File: src/rtl/tl_d_queue.sv
// tl_d_queue: DEPTH-entry TileLink D-channel FIFO with optional empty bypass (FLOW)
// and enq-while-full pipelining (PIPE). Define TL_D_QUEUE_ASSERT_EN for simulation checks.
module tl_d_queue #(
  parameter int DEPTH    = 2,
  parameter int DATA_W   = 64,
  parameter int SOURCE_W = 6,
  parameter int FLOW     = 0,
  parameter int PIPE     = 0
) (
  input  logic                      clock,
  input  logic                      reset,
  input  logic                      io_enq_valid,
  output logic                      io_enq_ready,
  input  logic [2:0]                io_enq_bits_opcode,
  input  logic [1:0]                io_enq_bits_param,
  input  logic [2:0]                io_enq_bits_size,
  input  logic [SOURCE_W-1:0]       io_enq_bits_source,
  input  logic                      io_enq_bits_sink,
  input  logic                      io_enq_bits_denied,
  input  logic                      io_enq_bits_corrupt,
  input  logic [DATA_W-1:0]         io_enq_bits_data,
  input  logic                      io_deq_ready,
  output logic                      io_deq_valid,
  output logic [2:0]                io_deq_bits_opcode,
  output logic [1:0]                io_deq_bits_param,
  output logic [2:0]                io_deq_bits_size,
  output logic [SOURCE_W-1:0]       io_deq_bits_source,
  output logic                      io_deq_bits_sink,
  output logic                      io_deq_bits_denied,
  output logic                      io_deq_bits_corrupt,
  output logic [DATA_W-1:0]         io_deq_bits_data,
  output logic [$clog2(DEPTH):0]    io_count
);

  localparam int  PTR_W   = $clog2(DEPTH);
  localparam int  CNT_W   = PTR_W + 1;
  localparam int  ENTRY_W = 3 + 2 + 3 + SOURCE_W + 3 + DATA_W;
  localparam bit  FLOW_EN = (FLOW != 0);
  localparam bit  PIPE_EN = (PIPE != 0);

  logic [PTR_W-1:0]   enq_ptr_q, enq_ptr_d;
  logic [PTR_W-1:0]   deq_ptr_q, deq_ptr_d;
  logic               maybe_full_q, maybe_full_d;
  logic [ENTRY_W-1:0] mem_q [DEPTH];

  logic [ENTRY_W-1:0] entry_d;
  logic [ENTRY_W-1:0] head_entry;
  logic [ENTRY_W-1:0] deq_entry;
  logic [PTR_W-1:0]   ptr_diff;
  logic [DEPTH-1:0]   wr_sel;
  logic               ptr_match;
  logic               empty;
  logic               full;
  logic               do_enq;
  logic               do_deq;
  logic               bypass;
  logic               wr_en;
  logic               rd_en;

  assign entry_d = {io_enq_bits_opcode, io_enq_bits_param, io_enq_bits_size,
                    io_enq_bits_source, io_enq_bits_sink, io_enq_bits_denied,
                    io_enq_bits_corrupt, io_enq_bits_data};

  assign ptr_match = (enq_ptr_q == deq_ptr_q);
  assign empty     = ptr_match & ~maybe_full_q;
  assign full      = ptr_match &  maybe_full_q;

  assign io_enq_ready = ~full  | (PIPE_EN & io_deq_ready);
  assign io_deq_valid = ~empty | (FLOW_EN & io_enq_valid);

  assign do_enq = io_enq_valid & io_enq_ready;
  assign do_deq = io_deq_valid & io_deq_ready;

  // A beat that flows through an empty queue is consumed directly and never stored.
  assign bypass = FLOW_EN & empty;
  assign wr_en  = do_enq & ~(bypass & io_deq_ready);
  assign rd_en  = do_deq & ~bypass;

  always_comb begin
    enq_ptr_d    = enq_ptr_q;
    deq_ptr_d    = deq_ptr_q;
    maybe_full_d = maybe_full_q;
    if (wr_en) begin
      enq_ptr_d = enq_ptr_q + PTR_W'(1);
    end
    if (rd_en) begin
      deq_ptr_d = deq_ptr_q + PTR_W'(1);
    end
    if (wr_en != rd_en) begin
      maybe_full_d = wr_en;
    end
  end

  always_ff @(posedge clock or negedge reset) begin
    if (!reset) begin
      enq_ptr_q    <= '0;
      deq_ptr_q    <= '0;
      maybe_full_q <= 1'b0;
    end else begin
      enq_ptr_q    <= enq_ptr_d;
      deq_ptr_q    <= deq_ptr_d;
      maybe_full_q <= maybe_full_d;
    end
  end

  for (genvar gi = 0; gi < DEPTH; gi++) begin : g_wr_sel
    assign wr_sel[gi] = wr_en & (enq_ptr_q == PTR_W'(gi));
  end

  // Payload storage carries no reset; the pointers alone define which slots are live.
  always_ff @(posedge clock) begin
    for (int i = 0; i < DEPTH; i++) begin
      if (wr_sel[i]) begin
        mem_q[i] <= entry_d;
      end
    end
  end

  assign head_entry = mem_q[deq_ptr_q];
  assign deq_entry  = bypass ? entry_d : head_entry;

  assign {io_deq_bits_opcode, io_deq_bits_param, io_deq_bits_size,
          io_deq_bits_source, io_deq_bits_sink, io_deq_bits_denied,
          io_deq_bits_corrupt, io_deq_bits_data} = deq_entry;

  assign ptr_diff = enq_ptr_q - deq_ptr_q;
  assign io_count = full ? CNT_W'(DEPTH) : {1'b0, ptr_diff};

`ifdef TL_D_QUEUE_ASSERT_EN
`ifndef SYNTHESIS
`ifndef ASSERT_VERBOSE_COND_
  `define ASSERT_VERBOSE_COND_ 1
`endif
`ifndef STOP_COND_
  `define STOP_COND_ 1
`endif

  logic prev_deq_valid_q, prev_deq_valid_d;
  logic prev_do_deq_q, prev_do_deq_d;

  always_comb begin
    prev_deq_valid_d = io_deq_valid;
    prev_do_deq_d    = do_deq;
  end

  always_ff @(posedge clock or negedge reset) begin
    if (!reset) begin
      prev_deq_valid_q <= 1'b0;
      prev_do_deq_q    <= 1'b0;
    end else begin
      prev_deq_valid_q <= prev_deq_valid_d;
      prev_do_deq_q    <= prev_do_deq_d;
    end
  end

  always @(posedge clock) begin
    if (reset) begin
      if (!FLOW_EN && prev_deq_valid_q && !prev_do_deq_q && !io_deq_valid) begin
        if (`ASSERT_VERBOSE_COND_) $error("tl_d_queue: io_deq_valid dropped without a dequeue");
        if (`STOP_COND_) $fatal(1);
      end
      if (io_count > CNT_W'(DEPTH)) begin
        if (`ASSERT_VERBOSE_COND_) $error("tl_d_queue: io_count exceeds DEPTH");
        if (`STOP_COND_) $fatal(1);
      end
      if ($isunknown(io_enq_valid)) begin
        if (`ASSERT_VERBOSE_COND_) $error("tl_d_queue: io_enq_valid is X");
        if (`STOP_COND_) $fatal(1);
      end
    end
  end
`endif
`endif

endmodule
File: config.mk
export PLATFORM = sky130hd
export DESIGN_NAME = tl_d_queue
export DESIGN_NICKNAME = d
export VERILOG_FILES = /design/src/rtl/tl_d_queue.sv
export SDC_FILE = /design/constraint.sdc
export NUM_CORES = 1
export LEC_CHECK = 0
export CAP_MARGIN = 5
export CORE_UTILIZATION = 43
export DETAILED_ROUTE_END_ITERATION = 8
export GPL_TIMING_DRIVEN = 0
export PLACE_DENSITY = 0.77
export SYNTH_ARGS = -nofsm -noshare
export SYNTH_HDL_FRONTEND = slang
export SYNTH_SLANG_ARGS = --single-unit
File: constraint.sdc
create_clock -name clock -period 5.6 [get_ports clock]
set_input_delay 1.4 -clock clock [delete_from_list [all_inputs] [get_ports clock]]
set_output_delay 1.4 -clock clock [all_outputs]
set_load 0.005 [all_outputs]
======== Yosys cells after proc, flatten, opt, wreduce, memory -nomap -nowiden ========
Memory sizes are Yosys's and may differ from the RTL's.
Cells that the tools add are included.
word-level totals
  memories kept ........................... 1
  memory bits (writable) .................. 162
  word-level logic and storage cells ...... 28
  register bits after elaboration ......... 3
  output and inout port bits .............. 85
  input port bits ......................... 85
memories
  name   words  bits a word  rd ports  clocked after Yosys merged registers in  write ports  RTL line  source
  mem_q  2      81           1         0                                        1            44        logic [ENTRY_W-1:0] mem_q [DEPTH];
operators by class
  equality and inequality tests ........... 2
  multiplexer cells ....................... 8
  add/sub/neg operators ................... 3
  reduce and logical (&&, ||, !) cells .... 1
  bitwise operators ....................... 10
operator list
  cell                                 number
  81-bit two-way mux                   1
  81-bit OR reduction                  1
  1-bit bitwise AND                    6
  1-bit two-way mux                    6
  1-bit NOT                            4
  1-bit adder (second input constant)  2
  2-bit two-way mux                    1
  1-bit == test                        1
  1-bit inequality test                1
  1-bit subtractor                     1

======== Depth between registers and ports, before layout ========
Gate-level depths: netlist of run 1.
  depth after elaboration ................. 9
  mapped depth ............................ 5
  mapped depth without buffers ............ 3

======== Worst setup path after synthesis of run 1 ========
OpenSTA, ideal clock, no wires.
  path kind ............................... input to register
  start ................................... input port io_enq_valid
  end ..................................... memory mem_q[1][0] in the netlist's numbering (enable)
  buffers on the path ..................... 0
  setup slack ............................. -0.328 ns
  stages on the path ...................... 2
  setup time .............................. 0.547 ns
  data required time ...................... 5.053 ns
  arrival ................................. 5.380 ns
  cells stage by stage .................... nand2_1 a21oi_1
between the ends
  longest elaborated chain between the ends .. 6
  elaborated cells on any way between the ends .. 10
  classes of those cells .................. mux (6); bitwise (3); reduce/logical (1)
ends and longest elaborated chain
  item                                         RTL line  source
  from (decl)                                  12        input logic io_enq_valid,
  1-bit bitwise AND (*)                        71        assign do_enq = io_enq_valid & io_enq_ready;
  1-bit bitwise AND (*)                        107       assign wr_sel[gi] = wr_en & (enq_ptr_q == PTR_W'(gi));
  via wr_sel[1]                                50        logic [DEPTH-1:0] wr_sel;
  1-bit two-way mux (*)                        113       if (wr_sel[i]) begin
  1-bit two-way mux (implied by the code) (*)  114       mem_q[i] <= entry_d;
  81-bit OR reduction (no line)                --
  1-bit two-way mux (no line)                  --
  to (decl)                                    44
Mark *: on every way through the listed nets, which the timed path passes. The rest lies on a longest branch.

======== Final worst setup path of run 1 ========
  start ................................... register deq_ptr_q
  end ..................................... output port io_deq_bits_data[54]
between the ends
  longest elaborated chain between the ends .. 1
ends and longest elaborated chain
  item                    RTL line  source
  from (decl)             42        logic [PTR_W-1:0] deq_ptr_q, deq_ptr_d;
  from (signal assigned)  101       deq_ptr_q <= deq_ptr_d;
  memory 2 x 81 bit       --
  to (decl)               31        output logic [DATA_W-1:0] io_deq_bits_data,
Every way passes these cells.

==> key figures, run 1 <==
Worst setup path
  • CP endpoint: io_deq_bits_data[54]
  • Crit path launch type: flop
  • Worst r2r src: deq_ptr_q
  • Crit-path max FO: 10
  • Reg2Reg Capture Point: mem_q[0][28]
  • Setup crit start: deq_ptr_q
  • Reg2Reg Setup Slack: 3.43 ns
  • R2R cell count: 5
  • Crit path capture type: primary output
  • Req. time, crit path: 4.20 ns
  • Crit Path Category: reg -> out
  • CP Data Arrival Time: 2.08 ns

Timing
  • RSZ-0062 raised after global routing: no
  • Final min period: 3.48 ns
  • Measured slew at the worst slew-check pin: 0.725 ns
  • Final setup viols: 0
  • PnR worst setup slack: 2.12 ns
  • Crit share post-route: 62.1%
  • Final-report max-slew violation count: 0
  • Fmax achieved: 0.288 GHz
  • Final Hold Viols: 0
  • Fin Clk Skew: 0.00534 ns
  • Max-slew headroom: 51.7%

Cells and area
  • Diodes inserted: 0
  • Area delta synth->final: 42.5%
  • Final instance area: 0.00886 mm²
  • Nets: 554
  • Share of post-route cells with drive strength above 1: 26.0%

Yosys
  • Netlist cell types: 20
  • Most frequent cell after synthesis: edfxtp_1
  • Synth async-reset ratio: 1.82%
  • Post-Syn Area per Cell: 22.4 µm²
  • Syn nets: 362
  • Synth Cell Area: 0.00621 mm²
  • Top cell type's share of synthesized area: 78.3%
  • Most frequent cells after synthesis: 162 x edfxtp_1, 45 x mux2_2, 36 x mux2_4, 5 x inv_1, 4 x buf_2
  • EDFF count, synth: 162
  • Register area share after synthesis: 79.5%
  • Post-Syn Instances: 277
  • Post-synth top area cell: edfxtp_1
  • Top_reg_cell synth: edfxtp_1
  • Synth area leaders: edfxtp_1 78%, mux2_4 8.7%, mux2_2 8.2%
  • Ys Warns: 0
  • Synth Register Bits: 165

Floorplanning
  • Die H: 122 µm
  • Core area: 0.0140 mm²
  • Cell row count: 43
  • Die area: 0.0149 mm²
  • # IOs: 170
  • Initial Util: 44.4%
  • Die width: 122 µm

Global routing
  • First-pass GRT wire length: 17000 µm
  • Global-route usage over all layers: 15.8%
  • Number of global-route vias before repair: 3448
  • GRT overflow: 0
  • Initial antenna violation count: 0
  • Largest net degree at the start of global routing: 48

Routing
  • Via count: 3177
  • Drt total wl: 11200 µm
  • Avg WL per Cell: 17.0 µm
  • Routed Antenna Nets: 0
  • DR DRC count: 0
  • Via density: 4.81
  • DRT Pass-1 Iters: 4
  • Initial DRC Count: 148

Clock network
  • Hold-fix buffers, CTS: 0
  • Total CTS buffers: 17
  • Clk buf depth: 2
  • Post_cts resized: 0
  • Setup Fix Bufs, Post-CTS: 0
  • CTS Sinks: 165
  • CTS tree: done
  • Root Driver: clkbuf_16
  • Htree depth: 4
  • Clk slew on worst S/H paths: 0.06 ns
  • Clk_lat worst skew: 0.41 ns

Place
  • GP Congestion: 0.679
  • Dpl hpwl: 7760 µm
  • Area after DPL: 0.00824 mm²
  • # port buffers: 169
  • Pre-CTS setup slack: 2.22 ns

Run status
  • Outcome: finished clean

Run
  • Max Cap Viol: 0

Pwr
  • Peak supply drop: 0.279 mV
  • Static leakage: 3.13 nW
  • Cell area power density: 505 mW/mm²

Hold path
  • Worst Hold Class: reg -> reg
worst min path at each step:
stage                        end  slack [ns]    startpoint  cells after the start
global placement       enq_ptr_q        0.66     enq_ptr_q                      2
global route           enq_ptr_q        0.75     enq_ptr_q                      2
floorplan           maybe_full_q        0.63  maybe_full_q                      2
finish                 enq_ptr_q        0.72     enq_ptr_q                      2
CTS                    enq_ptr_q        0.72     enq_ptr_q                      2
detailed placement     enq_ptr_q        0.71     enq_ptr_q                      2
power breakdown:
| group | internal [mW] | switching, mW | total [mW] |
|---|---|---|---|
| combinational | 0.946 | 0.584 | 1.53 |
| sequential | 1.67 | 0.0641 | 1.73 |
| clock | 0.783 | 0.426 | 1.21 |
sequential cells by signal, indices dropped and copies added (netlist names):
name          cells
deq_ptr_q         1
enq_ptr_q         1
maybe_full_q      1
mem_q           162
critical path, stage by stage (launching register included):
cell and delay, ns:
dfrtp_1 0.34, buf_6 0.14, buf_6 0.19, buf_6 0.20, mux2_4 0.31, clkdlybuf4s50_1 0.48
layout by cell type, fill, tap and decap left out, drive strengths merged, types with 2 or more instances in the layout:
cell type	synthesis	layout
clkdlybuf4s50	0	169
edfxtp	162	162
mux2	81	81
clkbuf	0	20
buf	11	15
inv	5	5
bufinv	0	5
clkinv	0	4
nand2	3	3
o21ai	3	3
dfrtp	3	3
clkinvlp	0	2
through the flow:
stage	instances	setup TNS (ns)	hold slack, ns	power [mW]	util (%)
4_1_cts	661	0	0.721	4.54	63.3
6_report	661	0	0.719	4.47	63.3
3_3_place_gp	626	-21.04	0.659	3.27	58.1
2_1_floorplan	277	0	0.633	2.51	-
5_1_grt	661	0	0.754	4.68	63.3
3_5_place_dp	630	0	0.710	3.31	58.9
logic make-up (layout without fill, tap and decap cells):
kind of cell              count (synthesis)  after routing  synth area share, %
muxes                                    81             81                 16.9
and+or+nand+nor                           4              4                0.282
xor gates and xnor gates                  1              1                0.262
buffers and inverters                    16            220                 2.01
DFF                                     165            165                 79.5
AOI/OAI and AO/OA                        10             10                 1.09
layer usage:
| metal | track usage, % | vias to the layer above | wire length, µm |
|---|---|---|---|
| met1 | 16.7 | 1554 | 4270 |
| met4 | 8.69 | 0 | 234 |
| met5 | 0 | - | 0 |
| met2 | 27.0 | 123 | 5820 |
| met3 | 6.09 | 19 | 899 |
| li1 | - | 1481 | - |
area by class of cell:
cell class                      count  area (µm²)
Tap cell                          180         225
Multi-Input combinational cell     96        1170
Buffer                             11         106
Inverter                            5        18.8
Clock buffer                       20         437
Timing Repair Buffer              173        1780
Fill cell                         978        5130
Sequential cell                   165        4940
Clock inverter                     11         183
Note: power is estimated with default switching activity, not from simulation.
==> inputs of run 2 (changes only) <==
- CORE_UTILIZATION: 43 -> 48
- PLACE_DENSITY: 0.77 -> 0.82
- clock period: 5.6 -> 3.6 ns (I/O delays scaled with it)
==> run 2 against run 1 <==
  * Combinational power is 56% higher
  * Power is 55% higher
  * Sequential cell count stayed put
  * Final area is 0.17% lower
  * Register-to-register slack worse by 2.0 ns
  * Critical endpoint unchanged
  * Largest power group unchanged
  * Clock skew is 0.0015 ns higher
  * Routed wire length is 1.7% higher
==> key figures, run 2 (synthesized netlist as in run 1, its figures left out) <==
Cells and area
  • Share of post-route cells with drive strength above 1: 26.6%
  • Commonest cells after routing, fill and taps aside: 169 x clkdlybuf4s50_1, 162 x edfxtp_1, 45 x mux2_2, 36 x mux2_4, 17 x clkbuf_16
  • Area of the multi-input gates: 0.00117 mm²
  • Post-layout util: 70.1%
  • Fillers: 831
  • Most common cell after layout, fill and taps aside: clkdlybuf4s50_1
  • Max FFs per register: 162
  • Area delta synth->final: 42.3%
  • Diodes inserted: 0
  • Nets: 554
  • Seq. cell area: 0.00494 mm²
  • Largest Register: mem_q

Routing
  • Via density: 4.89
  • Drt total wl: 11400 µm
  • DR DRC count: 0
  • DRT Pass-1 Iters: 4
  • Routed Antenna Nets: 0
  • Via count: 3201
  • Initial DRC Count: 158
  • Avg WL per Cell: 17.4 µm

Clock network
  • Clk buf depth: 2
  • Clk slew on worst S/H paths: 0.06 ns
  • Hold-fix buffers, CTS: 0
  • CTS Sinks: 165
  • Root Driver: clkbuf_16
  • Total CTS buffers: 17
  • Clk_lat worst skew: 0.42 ns
  • Setup Fix Bufs, Post-CTS: 0
  • Post_cts resized: 0
  • CTS tree: done
  • Htree depth: 4

Floorplanning
  • # IOs: 170
  • Die width: 116 µm
  • Die area: 0.0134 mm²
  • Core area: 0.0126 mm²
  • Cell row count: 41
  • Initial Util: 49.2%
  • Die H: 116 µm

Timing
  • Fin Clk Skew: 0.00680 ns
  • Measured slew at the worst slew-check pin: 0.661 ns
  • Fmax achieved: 0.336 GHz
  • Final min period: 2.98 ns
  • Final setup viols: 0
  • Crit share post-route: 82.7%
  • Worst hold margin: 0.669 ns
  • Final-report max-slew violation count: 0
  • RSZ-0062 raised after global routing: no
  • Max-slew headroom: 56.0%
  • Final Hold Viols: 0

Worst setup path
  • Crit path capture type: primary output
  • Crit-path max FO: 10
  • Req. time, crit path: 2.70 ns
  • Crit Path Category: reg -> out
  • CP Data Arrival Time: 2.08 ns
  • Crit path launch type: flop

Place
  • GP Congestion: 0.695
  • # port buffers: 169
  • Dpl hpwl: 7550 µm

Global routing
  • GRT overflow: 0
  • Largest net degree at the start of global routing: 42
  • First-pass GRT wire length: 16900 µm
  • Global-route usage over all layers: 17.7%
  • Number of global-route vias before repair: 3268
  • Initial antenna violation count: 0

Run
  • Max Cap Viol: 0

Pwr
  • Cell area power density: 784 mW/mm²
  • Static leakage: 3.12 nW
  • Peak supply drop: 0.404 mV

Run status
  • Outcome: finished clean

Hold path
  • Worst Hold Class: in -> async
[run 2: cell count changes in the layout (fill, tap and decap cells not counted), sizes merged]
cell      previous run  this run
clkbuf              20        18
clkinv               4         6
clkinvlp             2         4
bufinv               5         4
[run 2: critical path, cell delays in order, from the launching register on]
cell and delay [ns]:
dfrtp_1 0.36, buf_6 0.14, buf_6 0.18, buf_6 0.20
mux2_4 0.31, clkdlybuf4s50_1 0.48
[run 2: cell type report]
| class | count | area share [%] |
|---|---|---|
| flip-flops and latches | 165 | 55.9 |
| repair buffers | 173 | 20.1 |
| multi-input cells | 96 | 13.2 |
| clock buffers | 18 | 4.85 |
| well taps | 172 | 2.43 |
| clock inverters | 14 | 2.09 |
| plain buffers | 11 | 1.20 |
| inverters | 5 | 0.212 |
[run 2: path summary, 6_finish.rpt]
path / cells past startpoint / endpoint / slack [ns] / from
min reg2reg: 2 / maybe_full_q / 0.77 / maybe_full_q
max in group asynchronous: 1 / deq_ptr_q / 2.78 / reset
max: 5 / io_deq_bits_data[54] / 0.62 / deq_ptr_q
min in group clock: 2 / maybe_full_q / 0.77 / maybe_full_q
max reg2reg: 5 / mem_q[0][52] / 1.44 / deq_ptr_q
min: 1 / enq_ptr_q / 0.67 / reset
[run 2: where the power goes]
| part | internal (mW) | switching [mW] | total (mW) |
|---|---|---|---|
| Sequential | 2.59 | 0.106 | 2.70 |
| Clock | 1.15 | 0.698 | 1.85 |
| Combinational | 1.47 | 0.913 | 2.39 |
| Total | 5.22 | 1.72 | 6.94 |
[run 2: metrics by stage]
stage               cell area, µm²  total power [mW]  worst slack, ns  TNS (ns)  cells
global placement              8120              5.06            -1.68   -200.63    618
detailed placement            8230              5.15            0.718         0    622
finish                        8840              6.94            0.624         0    654
floorplan                     6220              3.90          0.00310         0    277
global route                  8840              7.24            0.529         0    654
CTS                           8840              7.01            0.553         0    654
[run 2: per-layer routing]
metal	track usage, %	vias up	part of all wire, %	wire, µm
li1	-	1482	-	-
met5	0	-	0	0
met1	19.4	1590	39	4420
met2	30.1	112	52	5960
met4	8.29	0	1.7	189
met3	7.11	17	7.4	842
==> inputs of run 3 (changes only) <==
- clock period: 3.6 -> 2.8 ns (I/O delays scaled with it)
==> run 3 against run 2 <==
  * Routed wire length did not move
  * Clock-buffer cell count rose by 1
  * Critical path depth did not move
  * Combinational power grew 29%
  * Critical endpoint is now io_deq_bits_data[33]
  * Power rose by 27%
  * Final area down 0.33%
  * Sequential share of layout area up 0.18 points
  * Die area stayed put
  * Largest power group unchanged
==> key figures, run 3 (synthesized netlist as in run 1, its figures left out) <==
Timing
  • Max-slew headroom: 57.2%
  • RSZ-0062 raised after global routing: no
  • Final-report max-slew violation count: 0
  • Fin Clk Skew: 0.00446 ns
  • Final setup viols: 0
  • Measured slew at the worst slew-check pin: 0.640 ns
  • Fmax achieved: 0.371 GHz
  • Crit share post-route: 96.2%
  • Final Hold Viols: 0
  • Final min period: 2.69 ns

Floorplanning
  • # IOs: 170
  • Cell row count: 41
  • Die width: 116 µm
  • Die H: 116 µm
  • Die area: 0.0134 mm²
  • Core area: 0.0126 mm²
  • Initial Util: 49.2%

Cells and area
  • Max FFs per register: 162
  • Final instance area: 0.00881 mm²
  • Non-Filler Instances: 653
  • Share of post-route cells with drive strength above 1: 26.2%
  • Area delta synth->final: 41.8%
  • Post-layout util: 69.8%
  • Largest Register: mem_q
  • Diodes inserted: 0
  • Nets: 554
  • Commonest cells after routing, fill and taps aside: 169 x clkdlybuf4s50_1, 162 x edfxtp_1, 45 x mux2_2, 36 x mux2_4, 17 x clkbuf_16
  • Most common cell after layout, fill and taps aside: clkdlybuf4s50_1

Place
  • Area after DPL: 0.00823 mm²
  • # port buffers: 169
  • Dpl hpwl: 7600 µm
  • GP Congestion: 0.669
  • Placed Cells: 622

Clock network
  • Clk slew on worst S/H paths: 0.06 ns
  • CTS Sinks: 165
  • Total CTS buffers: 17
  • Clk_lat worst skew: 0.41 ns
  • Htree depth: 4
  • CTS tree: done
  • Hold-fix buffers, CTS: 0
  • Root Driver: clkbuf_16
  • Clk buf depth: 2

Pwr
  • Clock Power Share: 25.5%
  • Peak supply drop: 0.582 mV
  • Cell area power density: 998 mW/mm²
  • Switching part of the total: 24.7%
  • Overall power: 8.79 mW
  • Net Switching: 2.17 mW
  • P_int: 6.63 mW
  • Combinational power share: 35.1%
  • Static leakage: 3.12 nW
  • Seq pwr share: 39.4%

Hold path
  • Worst Hold Class: in -> async

Global routing
  • Largest net degree at the start of global routing: 44
  • Global-route usage over all layers: 17.3%
  • GRT overflow: 0
  • Number of global-route vias before repair: 3460
  • Initial antenna violation count: 0
  • First-pass GRT wire length: 16800 µm

Worst setup path
  • Crit Path Category: reg -> out
  • Reg2Reg Setup Slack: 0.70 ns
  • Crit path launch type: flop
  • Crit-path max FO: 10
  • Crit path capture type: primary output
  • CP Data Arrival Time: 1.99 ns
  • Req. time, crit path: 2.10 ns

Routing
  • DR DRC count: 0
  • Avg WL per Cell: 17.5 µm
  • Via count: 3194
  • Via density: 4.89
  • Initial DRC Count: 180
  • DRT Pass-1 Iters: 4
  • Drt total wl: 11400 µm
  • Routed Antenna Nets: 0

Run
  • Max Cap Viol: 0

Run status
  • Outcome: finished clean
-- run 3: worst paths after layout --
kind,start,endpoint,cells after the start
setup / recovery,deq_ptr_q,io_deq_bits_data[33],5
hold / removal,reset,maybe_full_q,1
setup reg to reg,deq_ptr_q,mem_q[1][48],6
hold reg to reg,maybe_full_q,maybe_full_q,2
max in group asynchronous,reset,enq_ptr_q,1
min in group clock,maybe_full_q,maybe_full_q,2
-- run 3: final cells by class --
type / count / area, µm²
fill: 833 / 3810
inverter: 5 / 18.8
tap: 172 / 215
clock inverter: 12 / 138
multi-input combinational: 96 / 1170
clock buffer: 19 / 433
timing repair buffer: 173 / 1790
buffer: 11 / 114
sequential: 165 / 4940
-- run 3: per-layer routing --
metal | track usage (%) | vias to the layer above | part of all wire [%]
li1 | - | 1481 | -
met1 | 19.1 | 1564 | 39
met2 | 29.6 | 124 | 51
met3 | 5.70 | 25 | 6.5
met4 | 9.40 | 0 | 2.6
met5 | 0 | - | 0
-- run 3: through the flow --
step | hold WS [ns] | worst slack [ns] | setup TNS, ns
3_3_place_gp | 0.657 | -0.999 | -132.36
3_5_place_dp | 0.746 | 0.0780 | 0
4_1_cts | 0.459 | 0.0305 | 0
6_report | 0.472 | 0.106 | 0
5_1_grt | 0.463 | 0.0110 | 0
2_1_floorplan | 0.404 | 0.228 | 0
-- run 3: critical path: stages (launching register included) --
cell             delay [ns]
dfrtp_1                0.34
buf_6                  0.13
buf_8                  0.16
buf_8                  0.18
mux2_4                 0.31
clkdlybuf4s50_1        0.47
-- run 3: power by group through the flow --
stage	combinational [mW]	sequential (mW)	clock, mW
finish	3.09	3.46	2.24
global route	3.29	3.51	2.37
CTS	3.13	3.47	2.28
detailed placement	3.10	3.52	0
global placement	2.95	3.52	0
floorplan	1.51	3.49	0
-- run 3: what timing repair did --
item                       CTS  global route
resized for setup            0             2
buffers inserted             0             0
setup endpoints to repair    0             4
